[config.mk]
export PLATFORM = sky130hd
export DESIGN_NAME = sd_spi_cmd_host
export DESIGN_NICKNAME = d
export VERILOG_FILES = /design/src/rtl/sd_spi_cmd_host.sv
export SDC_FILE = /design/constraint.sdc
export NUM_CORES = 1
export LEC_CHECK = 0
export BUFFER_PORTS_ARGS = -buffer_cell sky130_fd_sc_hd__buf_2
export CAP_MARGIN = 20
export CORE_MARGIN = 2
export CORE_UTILIZATION = 58
export CTS_CLUSTER_SIZE = 12
export DETAILED_ROUTE_END_ITERATION = 8
export GPL_ROUTABILITY_DRIVEN = 0
export PLACE_DENSITY = 0.86
export SLEW_MARGIN = 20
export SYNTH_ARGS = -nofsm -noshare
export SYNTH_HDL_FRONTEND = slang
export SYNTH_SLANG_ARGS = --single-unit
export TNS_END_PERCENT = 1
[constraint.sdc]
create_clock -name clk -period 3.8 [get_ports clk]
set_clock_uncertainty 0.05 [all_clocks]
set_input_delay 0.38 -clock clk [delete_from_list [all_inputs] [get_ports clk]]
set_output_delay 0.38 -clock clk [all_outputs]
set_load 0.03 [all_outputs]
[src/rtl/sd_spi_cmd_host.sv]
// SPI-mode SD command engine: sends a 48-bit command frame, then collects an R1/R7 response.
// Define SD_CMD_CRC_EN to compute CRC7 with a serial LFSR; without it the CRC comes from a fixed table.
module sd_spi_cmd_host #(
    parameter int unsigned CLK_DIV    = 4,
    parameter int unsigned NCR_MAX    = 8,
    parameter int unsigned TRAIL_CLKS = 8
) (
    input  logic        clk,
    input  logic        rst,
    input  logic        cmd_start,
    input  logic [5:0]  cmd_index,
    input  logic [31:0] cmd_arg,
    input  logic        resp_long,
    output logic        busy,
    output logic        done,
    output logic        resp_timeout,
    output logic [39:0] resp_data,
    output logic        SD_CLK,
    output logic        SD_CS,
    output logic        SD_OUT,
    input  logic        SD_IN
);

    typedef enum logic [2:0] {IDLE, SEND, WAIT_RESP, RECV, TRAIL} state_t;

    state_t      state;
    logic [7:0]  div_cnt;
    logic [46:0] frame;
    logic [38:0] shift;
    logic [15:0] cnt;
    logic        long_q;
    logic        tick, rise, fall;
    logic [6:0]  crc;
    logic [47:0] next_frame;

`ifdef SD_CMD_CRC_EN
    function automatic logic [6:0] crc7(input logic [39:0] bits);
        logic [6:0] c;
        logic       fb;
        c = '0;
        for (int unsigned i = 0; i < 40; i++) begin
            fb = bits[39 - i] ^ c[6];
            c  = {c[5:0], 1'b0};
            if (fb) c = c ^ 7'h09;
        end
        return c;
    endfunction

    always_comb crc = crc7({2'b01, cmd_index, cmd_arg});
`else
    always_comb begin
        case (cmd_index)
            6'd0:    crc = 7'h4A;
            6'd8:    crc = 7'h43;
            default: crc = 7'h7F;
        endcase
    end
`endif

    always_comb begin
        next_frame = {2'b01, cmd_index, cmd_arg, crc, 1'b1};
        tick       = (state != IDLE) && (div_cnt == 8'(CLK_DIV - 1));
        rise       = tick && !SD_CLK;
        fall       = tick && SD_CLK;
    end

    always_ff @(posedge clk) begin
        if (rst) begin
            state        <= IDLE;
            busy         <= 1'b0;
            done         <= 1'b0;
            resp_timeout <= 1'b0;
            resp_data    <= '0;
            SD_CLK       <= 1'b0;
            SD_CS        <= 1'b1;
            SD_OUT       <= 1'b1;
            div_cnt      <= '0;
            frame        <= '0;
            shift        <= '0;
            cnt          <= '0;
            long_q       <= 1'b0;
        end else begin
            done <= 1'b0;
            if (state != IDLE) begin
                if (tick) begin
                    div_cnt <= '0;
                    SD_CLK  <= ~SD_CLK;
                end else begin
                    div_cnt <= div_cnt + 8'd1;
                end
            end
            case (state)
                IDLE: begin
                    // busy is still 1 in the done cycle, so a start there is dropped
                    busy <= 1'b0;
                    if (cmd_start && !busy) begin
                        frame        <= next_frame[46:0];
                        SD_OUT       <= next_frame[47];
                        long_q       <= resp_long;
                        resp_timeout <= 1'b0;
                        busy         <= 1'b1;
                        SD_CS        <= 1'b0;
                        cnt          <= '0;
                        div_cnt      <= '0;
                        shift        <= '0;
                        state        <= SEND;
                    end
                end
                SEND: begin
                    if (fall) begin
                        if (cnt == 16'd47) begin
                            SD_OUT <= 1'b1;
                            cnt    <= '0;
                            state  <= WAIT_RESP;
                        end else begin
                            SD_OUT <= frame[46];
                            frame  <= frame << 1;
                            cnt    <= cnt + 16'd1;
                        end
                    end
                end
                WAIT_RESP: begin
                    if (rise) begin
                        if (!SD_IN) begin
                            // start bit is 0, so the cleared shifter already holds it
                            cnt   <= long_q ? 16'd39 : 16'd7;
                            state <= RECV;
                        end else if (cnt == 16'(NCR_MAX * 8 - 1)) begin
                            resp_timeout <= 1'b1;
                            resp_data    <= '1;
                            SD_CS        <= 1'b1;
                            cnt          <= '0;
                            state        <= TRAIL;
                        end else begin
                            cnt <= cnt + 16'd1;
                        end
                    end
                end
                RECV: begin
                    if (rise) begin
                        shift <= {shift[37:0], SD_IN};
                        if (cnt == 16'd1) begin
                            resp_data <= {shift, SD_IN};
                            SD_CS     <= 1'b1;
                            cnt       <= '0;
                            state     <= TRAIL;
                        end else begin
                            cnt <= cnt - 16'd1;
                        end
                    end
                end
                TRAIL: begin
                    if (rise) begin
                        cnt <= cnt + 16'd1;
                    end else if (fall && cnt == 16'(TRAIL_CLKS)) begin
                        done    <= 1'b1;
                        SD_CLK  <= 1'b0;
                        div_cnt <= '0;
                        state   <= IDLE;
                    end
                end
                default: state <= IDLE;
            endcase
        end
    end

endmodule

==> results.toml <==
[status]
status = "complete, no violations"

[global_routing]
gr-usage-all-layers_pct = 27.20
grt_pass1_vias = 6137
grt_max_degree = 72
grtUsageMet3_pct = 5.708
antenna_found_initial = 0
overflow = 0
grt_pass1_wl_um = 29790
use_met2_pct = 44.19
grt_busiest_layer = "met2"
use_met1_pct = 35.76

[timing]
tightest_slew_ns = 0.8445
holdWs_ns = 0.1543
rsz0062_at_grt = "no"
post-route-period-util_pct = 85.26
min_period_ns = 3.240
slew_headroom_pct = 43.49
fmax_mhz = 308.6
fin_tns_setup_ns = 0
hold_viol = 0
finalSetupViolCount = 0
drv_slew = 0

[synth]
synth_compound_area_share_pct = 26.39
synth_mux_area_share_pct = 0.2897
synth.avg_cell_area_um2 = 8.529
synth_fa_ha_area_share_pct = 1.193
ys_ff_latch = 160
synth_cell_types = 61
synth_async_sr_flop_share_pct = 0
synth-simple-area-share_pct = 21.47
yosysWarnings = 0
synthXorXnorAreaFrac_pct = 1.670
syn-num-nets = 911
synthFlopType = "dfxtp_1"
netlist_area_mm2 = 0.007343
synth-edff-count = 0
netlist_instances = 861
seq_area_frac_synth_pct = 43.62
synth_top_family_by_area = "compound AO/OA/AOI/OAI gates"

[critical_path]
crit_start = "div_cnt[4]$_SDFF_PP0_"
rr_startpoint = "div_cnt[4]$_SDFF_PP0_"
worstSetupEndpointType = "flop"
cp.required_ns = 4.10
startpoint_type = "flop"
path_max_fanout = 10
path_cells = "or4_1, nor4_1, ha_1, and3b_1, a221oi_1, nor3_1, buf_4, nand3b_1, a31oi_1"
cp_slowest_cell = "or4_1"
critPathMaxStageDelay_ns = 0.51
cp.arrival_ns = 3.54
crit_type = "flop to flop"

[route]
vias = 6935
ant_nets = 0
totalWireLength_um = 18320
dr.pass1.iters = 6
drt-wirelength-per-cell_um = 16.86
drt_iter0_drc = 773
drc = 0
viasPerCell = 6.380

[cells_and_area]
final_common_cell = "dfxtp_1"
layout_common_cells = "dfxtp_1 (160), nand2_1 (137), a21oi_1 (101), buf_2 (87), nand3_1 (46)"
diodes = 0
final_cells = 1087
nFillCells = 1036
syn_to_final_growth_pct = 14.41
fin_nets = 952
postLayoutCoreUtil_pct = 67.40
stdcell_area_mm2 = 0.008402
final_layout_size_suffix_gt1_share_pct = 17.81

[clocking]
postCtsSetupBuffers = 0
clk_latency_ns = 0.43
cts_tree = "built"
clockRootBuffer = "clkbuf_16"
cts_max_level = 4
clockBufferDepth = 2
cts.sinks = 160
clkTransAtPathRegs_ns = 0.07
ctsResizeCount = 0
cts_buffers = 17
cts_hold_buf = 0

[power]
powerDensity_mw_per_mm2 = 575.7
leakagePower_nw = 3.115
peakVddDrop_v = 0.0004129

[placed_design]
dp.cells = 1055
io_buffers = 88
dpl.hpwl_um = 11220
placed_area_mm2 = 0.007814

[floorplanning]
initial_utilization_pct = 58.91
io_pins = 89
num_rows = 41
dieArea_mm2 = 0.01358
die_x_um = 116.5
die_h_um = 116.5
core_area_mm2 = 0.01247

[job]
drv_cap = 0

[worst_hold_path]
worstHoldPathType = "input port to flop"
worstHoldStart = "resp_long"
## state kept, by name (all words and copies together), names as in the netlist
name	count
frame	47
resp_data	40
shift	39
cnt	16
div_cnt	8
state	3
SD_CLK	1
SD_CS	1
SD_OUT	1
busy	1
done	1
long_q	1
resp_timeout	1
## critical path, delay by kind of cell, from the launching register on
family	cells	cell delay [ns]
AOI/OAI and AO/OA	2	0.28
DFF	1	0.34
and+or+nand+nor	5	1.78
adders and majority gates	1	0.47
buffers and inverters	1	0.23
## through the flow
step                      setup WS, ns  total power [W]
after floorplan                 0.6899         0.002853
after global placement          0.7917         0.003124
after detailed placement        0.6885         0.003146
after CTS                       0.6260         0.004834
after global routing            0.2718         0.005074
final                           0.5600         0.004837
## synth_stat cells (all sizes together), types with 2 or more instances
cell type | instances | area (um2)
and3b | 2 | 17.52
nand3 | 46 | 230.2
o21a | 5 | 37.54
inv | 6 | 22.52
nor2 | 31 | 116.4
nand4 | 9 | 56.30
and3 | 7 | 43.79
nand3b | 6 | 45.04
nor3b | 4 | 30.03
o31ai | 8 | 60.06
o41ai | 2 | 17.52
a31oi | 7 | 43.79
or4 | 4 | 33.78
nor3 | 14 | 70.07
a221oi | 5 | 43.79
dfxtp | 160 | 3203
a311oi | 37 | 324.1
ha | 7 | 87.58
clkbuf | 80 | 300.3
or3b | 3 | 26.28
o21ai | 23 | 115.1
a211oi | 8 | 60.06
o22ai | 12 | 75.07
xnor2 | 5 | 43.79
nand2b | 2 | 12.51
and2 | 5 | 31.28
nor2b | 3 | 18.77
nor4 | 17 | 157.7
nand2 | 137 | 514.2
buf | 7 | 71.31
a21oi | 103 | 519.3
o221ai | 2 | 17.52
xor2 | 9 | 78.83
o311ai | 2 | 17.52
or3 | 8 | 50.05
a22oi | 6 | 45.04
o221a | 43 | 484.2
nand4b | 2 | 17.52
nor4b | 3 | 26.28
or2 | 5 | 31.28
and4 | 4 | 35.03
## final timing paths
path	to	slack (ns)	depth (start not counted)
max	cnt[12]$_SDFFE_PP0P_	0.56	9
min	long_q$_SDFFE_PP0P_	0.15	3
max reg2reg	cnt[12]$_SDFFE_PP0P_	0.56	9
min reg2reg	resp_timeout$_SDFFE_PP0P_	0.41	1
## logic make-up after synthesis
family,after synthesis
adder cells (fa/ha/maj),7
AND/OR/NAND/NOR,313
XOR/XNOR,14
flip-flops,160
multiplexers,2
AO/OA/AOI/OAI,272
buffers and inverters,93
## routing by layer
metal,part of all wire [%],wire length (um),vias to the layer above
li1,-,-,3306
met5,0,0,-
met2,48,8722,274
met4,2.0,371,0
met3,6.1,1112,40
met1,44,8116,3315
## area by class of cell
cell class	instances	area [um2]	share of cell area, %
Inverter	6	22.52	0.2681
Clock inverter	14	148.9	1.772
Timing Repair Buffer	109	600.6	7.148
Multi-Input combinational cell	608	3772	44.90
Tap cell	172	215.2	2.561
Clock buffer	18	439.2	5.227
Sequential cell	160	3203	38.12
## where the power goes
group | switching (W) | total (W) | leakage [nW] | internal, W
Clock | 0.000754 | 0.00170 | 0.293 | 0.000944
Sequential | 0.0000915 | 0.00194 | 1.30 | 0.00185
Combinational | 0.000815 | 0.00120 | 1.52 | 0.000384
No activity file was read; power rests on OpenSTA's default activity.
